**src/rtl/load_store_unit.sv**
```systemverilog
// Memory-access stage: one data-memory request per RV32I load/store, with store lane
// alignment, load extension, alignment faults and a request timeout.
module load_store_unit #(
  parameter int TIMEOUT = 16
) (
  input  logic        clk,
  input  logic        reset,
  input  logic        ex_valid,
  input  logic        ex_read,
  input  logic        ex_write,
  input  logic [2:0]  ex_funct3,
  input  logic [31:0] ex_addr,
  input  logic [31:0] ex_wdata,
  output logic        lsu_stall,
  output logic        lsu_done,
  output logic [31:0] lsu_rdata,
  output logic        lsu_misalign,
  output logic        lsu_buserr,
  output logic        dmem_req,
  output logic        dmem_we,
  output logic [31:0] dmem_addr,
  output logic [31:0] dmem_wdata,
  output logic [3:0]  dmem_be,
  input  logic        dmem_ack,
  input  logic [31:0] dmem_rdata
);

  localparam logic [1:0] IDLE = 2'd0;
  localparam logic [1:0] REQ  = 2'd1;
  localparam logic [1:0] RESP = 2'd2;
  localparam int CW = (TIMEOUT > 1) ? $clog2(TIMEOUT) : 1;

  logic [1:0]    state;
  logic [CW-1:0] cnt;
  logic [2:0]    f3_q;
  logic [1:0]    off_q;
  logic          mis_q;
  logic          berr_q;

  logic          mop;
  logic          fault;
  logic [3:0]    be_n;
  logic [31:0]   wdata_n;
  logic [7:0]    byte_sel;
  logic [15:0]   half_sel;
  logic [31:0]   load_val;

  assign mop = ex_valid & (ex_read | ex_write);

  always_comb begin
    fault = (ex_read & ex_write)
          | (ex_funct3[1:0] == 2'b11)
          | (ex_write & ex_funct3[2])
          | ((ex_funct3[1:0] == 2'b01) & ex_addr[0])
          | ((ex_funct3[1:0] == 2'b10) & (ex_addr[1:0] != 2'b00));
  end

  always_comb begin
    be_n    = 4'b1111;
    wdata_n = ex_wdata;
    case (ex_funct3[1:0])
      2'b00: begin
        be_n    = 4'b0001 << ex_addr[1:0];
        wdata_n = {4{ex_wdata[7:0]}};
      end
      2'b01: begin
        be_n    = 4'b0011 << ex_addr[1:0];
        wdata_n = {2{ex_wdata[15:0]}};
      end
      default: begin
        be_n    = 4'b1111;
        wdata_n = ex_wdata;
      end
    endcase
  end

  // funct3[2] selects zero extension; a clear bit sign-extends from the top of the lane.
  always_comb begin
    byte_sel = dmem_rdata[8*off_q +: 8];
    half_sel = off_q[1] ? dmem_rdata[31:16] : dmem_rdata[15:0];
    case (f3_q[1:0])
      2'b00:   load_val = {{24{~f3_q[2] & byte_sel[7]}}, byte_sel};
      2'b01:   load_val = {{16{~f3_q[2] & half_sel[15]}}, half_sel};
      default: load_val = dmem_rdata;
    endcase
  end

  always_ff @(posedge clk) begin
    if (reset) begin
      state      <= IDLE;
      cnt        <= '0;
      f3_q       <= '0;
      off_q      <= '0;
      mis_q      <= 1'b0;
      berr_q     <= 1'b0;
      lsu_rdata  <= '0;
      dmem_we    <= 1'b0;
      dmem_addr  <= '0;
      dmem_wdata <= '0;
      dmem_be    <= '0;
    end else begin
      case (state)
        IDLE: begin
          if (mop) begin
            f3_q       <= ex_funct3;
            off_q      <= ex_addr[1:0];
            dmem_we    <= ex_write;
            dmem_addr  <= {ex_addr[31:2], 2'b00};
            dmem_wdata <= wdata_n;
            dmem_be    <= be_n;
            mis_q      <= fault;
            berr_q     <= 1'b0;
            cnt        <= '0;
            state      <= fault ? RESP : REQ;
          end
        end
        REQ: begin
          if (dmem_ack) begin
            if (!dmem_we) lsu_rdata <= load_val;
            state <= RESP;
          end else if (cnt == CW'(TIMEOUT - 1)) begin
            berr_q <= 1'b1;
            state  <= RESP;
          end else begin
            cnt <= cnt + 1'b1;
          end
        end
        RESP:    state <= IDLE;
        default: state <= IDLE;
      endcase
    end
  end

  assign dmem_req     = (state == REQ);
  assign lsu_done     = (state == RESP);
  assign lsu_misalign = lsu_done & mis_q;
  assign lsu_buserr   = lsu_done & berr_q;
  assign lsu_stall    = ((state == IDLE) & mop) | (state == REQ);

endmodule

```
**config.mk**
```make
export PLATFORM = sky130hd
export DESIGN_NAME = load_store_unit
export DESIGN_NICKNAME = d
export VERILOG_FILES = /design/src/rtl/load_store_unit.sv
export SDC_FILE = /design/constraint.sdc
export NUM_CORES = 1
export LEC_CHECK = 0
export ABC_CLOCK_PERIOD_IN_PS = 4550
export BUFFER_PORTS_ARGS = -buffer_cell sky130_fd_sc_hd__buf_2
export CAP_MARGIN = 20
export CORE_ASPECT_RATIO = 2
export CORE_MARGIN = 4
export CORE_UTILIZATION = 45
export CTS_BUF_LIST = sky130_fd_sc_hd__clkbuf_4 sky130_fd_sc_hd__clkbuf_8
export CTS_CLUSTER_DIAMETER = 30
export DETAILED_ROUTE_END_ITERATION = 8
export PLACE_DENSITY = 0.85
export SYNTH_ARGS = -nofsm -noshare
export SYNTH_HDL_FRONTEND = slang
export SYNTH_SLANG_ARGS = --single-unit
```
**constraint.sdc**
```tcl
create_clock -name clk -period 4.55 [get_ports clk]
set_input_delay 0.455 -clock clk [delete_from_list [all_inputs] [get_ports clk]]
set_output_delay 0.455 -clock clk [all_outputs]
set_load 0.02 [all_outputs]
```
Word-level counts from Yosys, hierarchy flattened
Cells that the tools add are included.
{"block": "op_classes", "n_mux": 17, "n_eq_ne": 12, "n_addsub": 1, "reduce_logical": 10, "n_bitwise": 18, "shift": 3}
{"op": "$pmux 32 s2", "n": 2}
{"op": "$shiftx 32x6->8", "n": 1}
{"op": "$mux 16", "n": 1}
{"op": "$pmux 4 s2", "n": 2}
{"op": "$mux 4", "n": 3}
{"op": "$and 1x1->1", "n": 10}
{"op": "$mux 2", "n": 4}
{"op": "$reduce_and 4->1", "n": 2}
{"op": "$eq 2x1->1 const B", "n": 3}
{"op": "$eq 2x2->1 const B", "n": 3}
{"op": "$logic_not 2->1", "n": 3}
{"op": "$ne 2x2->1 const B", "n": 3}
{"op": "$or 1x1->1", "n": 6}
{"op": "$add 4x1->4 const B", "n": 1}
{"op": "$eq 4x4->1 const B", "n": 1}
{"op": "$pmux 2 s2", "n": 1}
{"op": "$reduce_and 2->1", "n": 2}
{"op": "$reduce_bool 2->1", "n": 2}
{"op": "$shl 1x2->4 const A", "n": 1}
{"op": "$shl 2x2->4 const A", "n": 1}
{"op": "$mux 1", "n": 3}
{"op": "$ne 3x1->1 const B", "n": 1}
{"op": "$reduce_and 3->1", "n": 1}
{"op": "$ne 2x1->1 const B", "n": 1}
{"op": "other kinds (2)", "n": 3}
{"block": "totals", "in_bits": 105, "wordCells": 72, "reg_bits": 112}

Depth between registers and ports, before layout
{"block": "logic_depth", "depth_word": 8, "mapped_depth": 6, "depth_no_buf": 5}

Least setup slack after synthesis
No wires, ideal clock.
{"block": "synth_timing", "kind": "input port to output port", "startpoint": "input ex_write", "endpoint": "output lsu_stall", "arrival_ns": 1.273, "path_buffers": 1, "cell_stages": 4, "setup_slack_ns": 2.822, "cell_sequence": "o21a_1 nand2_1 clkbuf_1 nand2b_1"}
{"block": "synth_via", "elab_chain_cells": 4}
{"item": "from (decl)", "line_no": "10", "rtl": "input logic ex_write,"}
{"item": "$or 1x1->1", "line_no": "48", "rtl": "assign mop = ex_valid & (ex_read | ex_write);"}
{"item": "$and 1x1->1", "line_no": "48"}
{"item": "$and 1x1->1", "line_no": "138", "rtl": "assign lsu_stall = ((state == IDLE) & mop) | (state == REQ);"}
{"item": "$or 1x1->1", "line_no": "138"}
{"item": "to (decl)", "line_no": "14", "rtl": "output logic lsu_stall,"}
Every way passes these cells.

Worst setup path after layout
{"block": "layout_timing", "startpoint": "register state[0]", "endpoint": "output lsu_stall"}
{"block": "layout_via", "elab_chain_cells": 3, "word_cells_on_any_way": 4}
{"item": "from (decl)", "line_no": "33", "rtl": "logic [1:0] state;"}
{"item": "from (signal assigned)", "line_no": "114", "rtl": "state <= fault ? RESP : REQ;"}
{"item": "$logic_not 2->1", "line_no": "138"}
{"item": "$and 1x1->1", "line_no": "138"}
{"item": "$or 1x1->1 (*)", "line_no": "138"}
Every way passes the cells marked *; elsewhere a longest branch is shown, timed or not.

==> impl_metrics.csv <==
group,metric,value,unit
synth,syn-cell-area,4910,um^2
pwr,ir_drop,0.288,mV
drt,initialDrtViolationCount,212,
synth,synthXorXnorAreaFrac,0,
clock_tree,cts_tree,"yes",
sta,finalSetupTns,0,ns
finish,layout-drive-gt1-share,0.317,
finish,antenna_cells,0,
clock_tree,cts_buffers,9,
grt,grt-ovfl-total,0,
drt,firstDrtPassIters,5,
outcome,status,"finished clean",
drt,drc_errors,0,
pwr,p_switching,641,uW
pwr,seqPwrFrac,0.514,
worst_setup_path,end_kind,"output port",
placement,dp.cells,892,
placement,io_buffers,208,
synth,synthFlopType,"dfxtp_1",
finish,nets,873,
synth,synth_warnings,0,
synth,synth-edff-count,0,
pwr,p_clk_frac,0.291,
clock_tree,clock_sink_count,112,
worst_hold_path,min_to,"lsu_rdata[3]$_SDFFE_PP0P_",
pwr,p_comb_frac,0.195,
sta,slew_viol_final,0,
drt,wl_per_cell,15.6,um
synth,synth_top_area_frac,0.456,
drt,vias,4887,
floorplanning,initial_core_util,0.463,
worst_setup_path,crit_chain,"nor2_1 > nand2_2 > nand2b_1 > buf_2",
flow_run,maxCapViolCount,0,
pwr,total_power,2090,uW
clock_tree,ctsResizeCount,0,
drt,via_per_inst,5.38,
worst_hold_path,min_from,"dmem_rdata[3]",
grt,grt_pass1_wl,22500,um
grt,antenna_found_initial,0,
clock_tree,root_buffer,"clkbuf_8",
sta,setup_violations,0,
pwr,p_leak,0.00274,uW
synth,yosys.area_share.adder,0.00255,
pwr,netSwitchingFraction,0.307,
finish,final_cell_mix,"207 x buf_2, 132 x nand2_1, 112 x dfxtp_1",
worst_setup_path,rrSetupSlack,2.47,ns
drt,ant_nets,0,
synth,synth_top_family_by_area,"simple AND/OR/NAND/NOR gates",
clock_tree,cts_buffer_depth,2,
placement,place_hpwl,10400,um
clock_tree,clkSlewWorstSetupHoldPaths,0.11,ns
synth,synth_cell_types,48,
worst_setup_path,cp-start-kind,"flop",
synth,ys_ff_latch,112,
worst_setup_path,max_stage_delay,0.57,ns
pwr,pwr_density_cell,341,nW/um^2
clock_tree,postCtsSetupBuffers,0,
synth,synth_compound_area_frac,0.204,
grt,grt_pass1_vias,4680,
sta,finalClockSkew,0.0155,ns
synth,synth-simple-area-share,0.210,
worst_setup_path,timing.rr.end,"lsu_rdata[28]$_SDFFE_PP0P_",
worst_hold_path,hp-class,"primary input to flop",
sta,final.min_clock_period,2.37,ns
sta,slew-limit-headroom,0.342,
finish,fin_cells,909,
synth,syn_avg_cell_area,8.26,um^2
sta,worst_slew_pin_slew,0.988,ns
synth,syn_inst,595,
finish,final-seq-area,2240,um^2
finish,syn_to_final_growth,24.9,%
worst_setup_path,worst_path_max_delay_cell,"nand2_2",
sta,fin_crit_sh,0.520,
grt,grt_max_degree,93,
synth,async_flop_share,0,
floorplanning,die_x,81.9,um
worst_setup_path,rr_startpoint,"off_q[1]$_SDFFE_PP0P_",
worst_setup_path,r2r_cells,4,
floorplanning,pin_count,211,
synth,yosysSeqAreaShare,0.456,
finish,multi_input_area,2420,um^2
placement,gp_congestion,0.904,
grt,grt_use_total,0.223,
worst_setup_path,crit_type,"flop to output port",
clock_tree,postCtsHoldBufs,0,
synth,muxShareOfSynthArea,0.0741,
floorplanning,core,10600,um^2
finish,final_common_cell,"buf_2",
sta,finalHoldViolCount,0,
sta,rsz0062_at_grt,"false",
pwr,p_int,1450,uW
worst_hold_path,worstHoldPathCells,2,
floorplanning,die_height,156,um
synth,synth_area_leaders,"dfxtp_1 46%, nand2_1 10%, a211oi_1 6.4%, mux2i_1 5.5%, a21oi_1 5.1%",
worst_setup_path,crit_required,4.09,ns
clock_tree,htree_levels,3,
sta,max_freq,423,MHz
synth,yosysTopAreaCell,"dfxtp_1",
clock_tree,clk_latency,0.36,ns
floorplanning,die_area,12800,um^2
worst_setup_path,cp_max_fo,51,
finish,nFillCells,1026,
drt,drt_wl_total,14200,um
floorplanning,row_count,53,
worst_setup_path,worst_ep_arrival_time,1.91,ns
-- area by class of cell --
type,instances,area share
clock inverter,7,0.0126
clock buffer,9,0.0202
tap,137,0.0279
timing repair buffer,210,0.176
sequential,112,0.365
inverter,5,0.00306
multi-input combinational,429,0.395
-- worst max-delay path, delay by kind of cell, from the launching register on --
| kind | cells | cell delay (ns) |
|---|---|---|
| and+or+nand+nor | 3 | 1.02 |
| DFF | 1 | 0.36 |
| buffers and inverters | 1 | 0.19 |
-- flip-flops by register name (all words and copies together) (netlist names) --
name / flops
berr_q: 1
cnt: 4
dmem_addr: 30
dmem_be: 4
dmem_wdata: 32
dmem_we: 1
f3_q: 3
lsu_rdata: 32
mis_q: 1
off_q: 2
state: 2
-- logic make-up (layout without fill, tap and decap cells) --
logic type,Yosys count,in the layout
simple gates,238,238
buf+inv,55,231
mux,35,35
flops,112,112
compound gates,153,153
fa+ha+maj,1,1
other cells,1,2
-- layer usage --
| metal | routed length [um] | vias to the layer above | global-route usage |
|---|---|---|---|
| met5 | 0 | - | 0 |
| met4 | 692 | 0 | 0.119 |
| met3 | 675 | 44 | 0.0382 |
| met2 | 7390 | 169 | 0.379 |
| met1 | 5390 | 2273 | 0.260 |
| li1 | - | 2401 | - |
-- power by group through the flow --
stage / sequential [uW] / combinational (uW) / clock, uW
after floorplan: 1150 / 199 / 0
after global placement: 1100 / 396 / 0
after detailed placement: 1100 / 402 / 0
after CTS: 1080 / 403 / 625
after global routing: 1080 / 451 / 658
final: 1070 / 408 / 609
-- how the worst max path moves through the flow --
stage	start	to	slack, ns	depth (start not counted)
floorplan	ex_write	lsu_stall	2.82	4
global route	state[1]$_SDFFE_PP0P_	lsu_stall	1.97	4
finish	state[0]$_SDFFE_PP0P_	lsu_stall	2.18	4
global placement	ex_write	lsu_stall	2.29	5
detailed placement	ex_write	lsu_stall	2.27	5
CTS	state[0]$_SDFFE_PP0P_	lsu_stall	2.11	4
-- synthesized netlist by cell type (2+ instances only) --
cell and count:
a211oi_1 42, a21o_1 8, a21oi_1 50, a311oi_1 10
a32oi_1 7, and2_1 3, buf_2 16, buf_4 3
buf_6 2, clkbuf_1 27, dfxtp_1 112, inv_1 5
mux2_2 7, mux2i_1 27, nand2_1 133, nand2b_1 3
nand3_1 4, nand3b_1 9, nand4_1 2, nor2_1 61
nor2b_1 3, nor3_1 7, nor3b_2 2, o21ai_0 27
or2_2 2
-- per-stage QoR --
| stage | util | hold WS, ns | setup slack (ns) | instance area, um^2 |
|---|---|---|---|---|
| 2_1_floorplan | - | 0.450 | 2.82 | 4920 |
| 3_3_place_gp | 0.557 | 0.438 | 2.29 | 5910 |
| 3_5_place_dp | 0.557 | 0.444 | 2.27 | 5910 |
| 4_1_cts | 0.576 | 0.259 | 2.11 | 6110 |
| 5_1_grt | 0.578 | 0.278 | 1.97 | 6140 |
| 6_report | 0.578 | 0.288 | 2.18 | 6140 |
(Power assumes the default switching activity.)
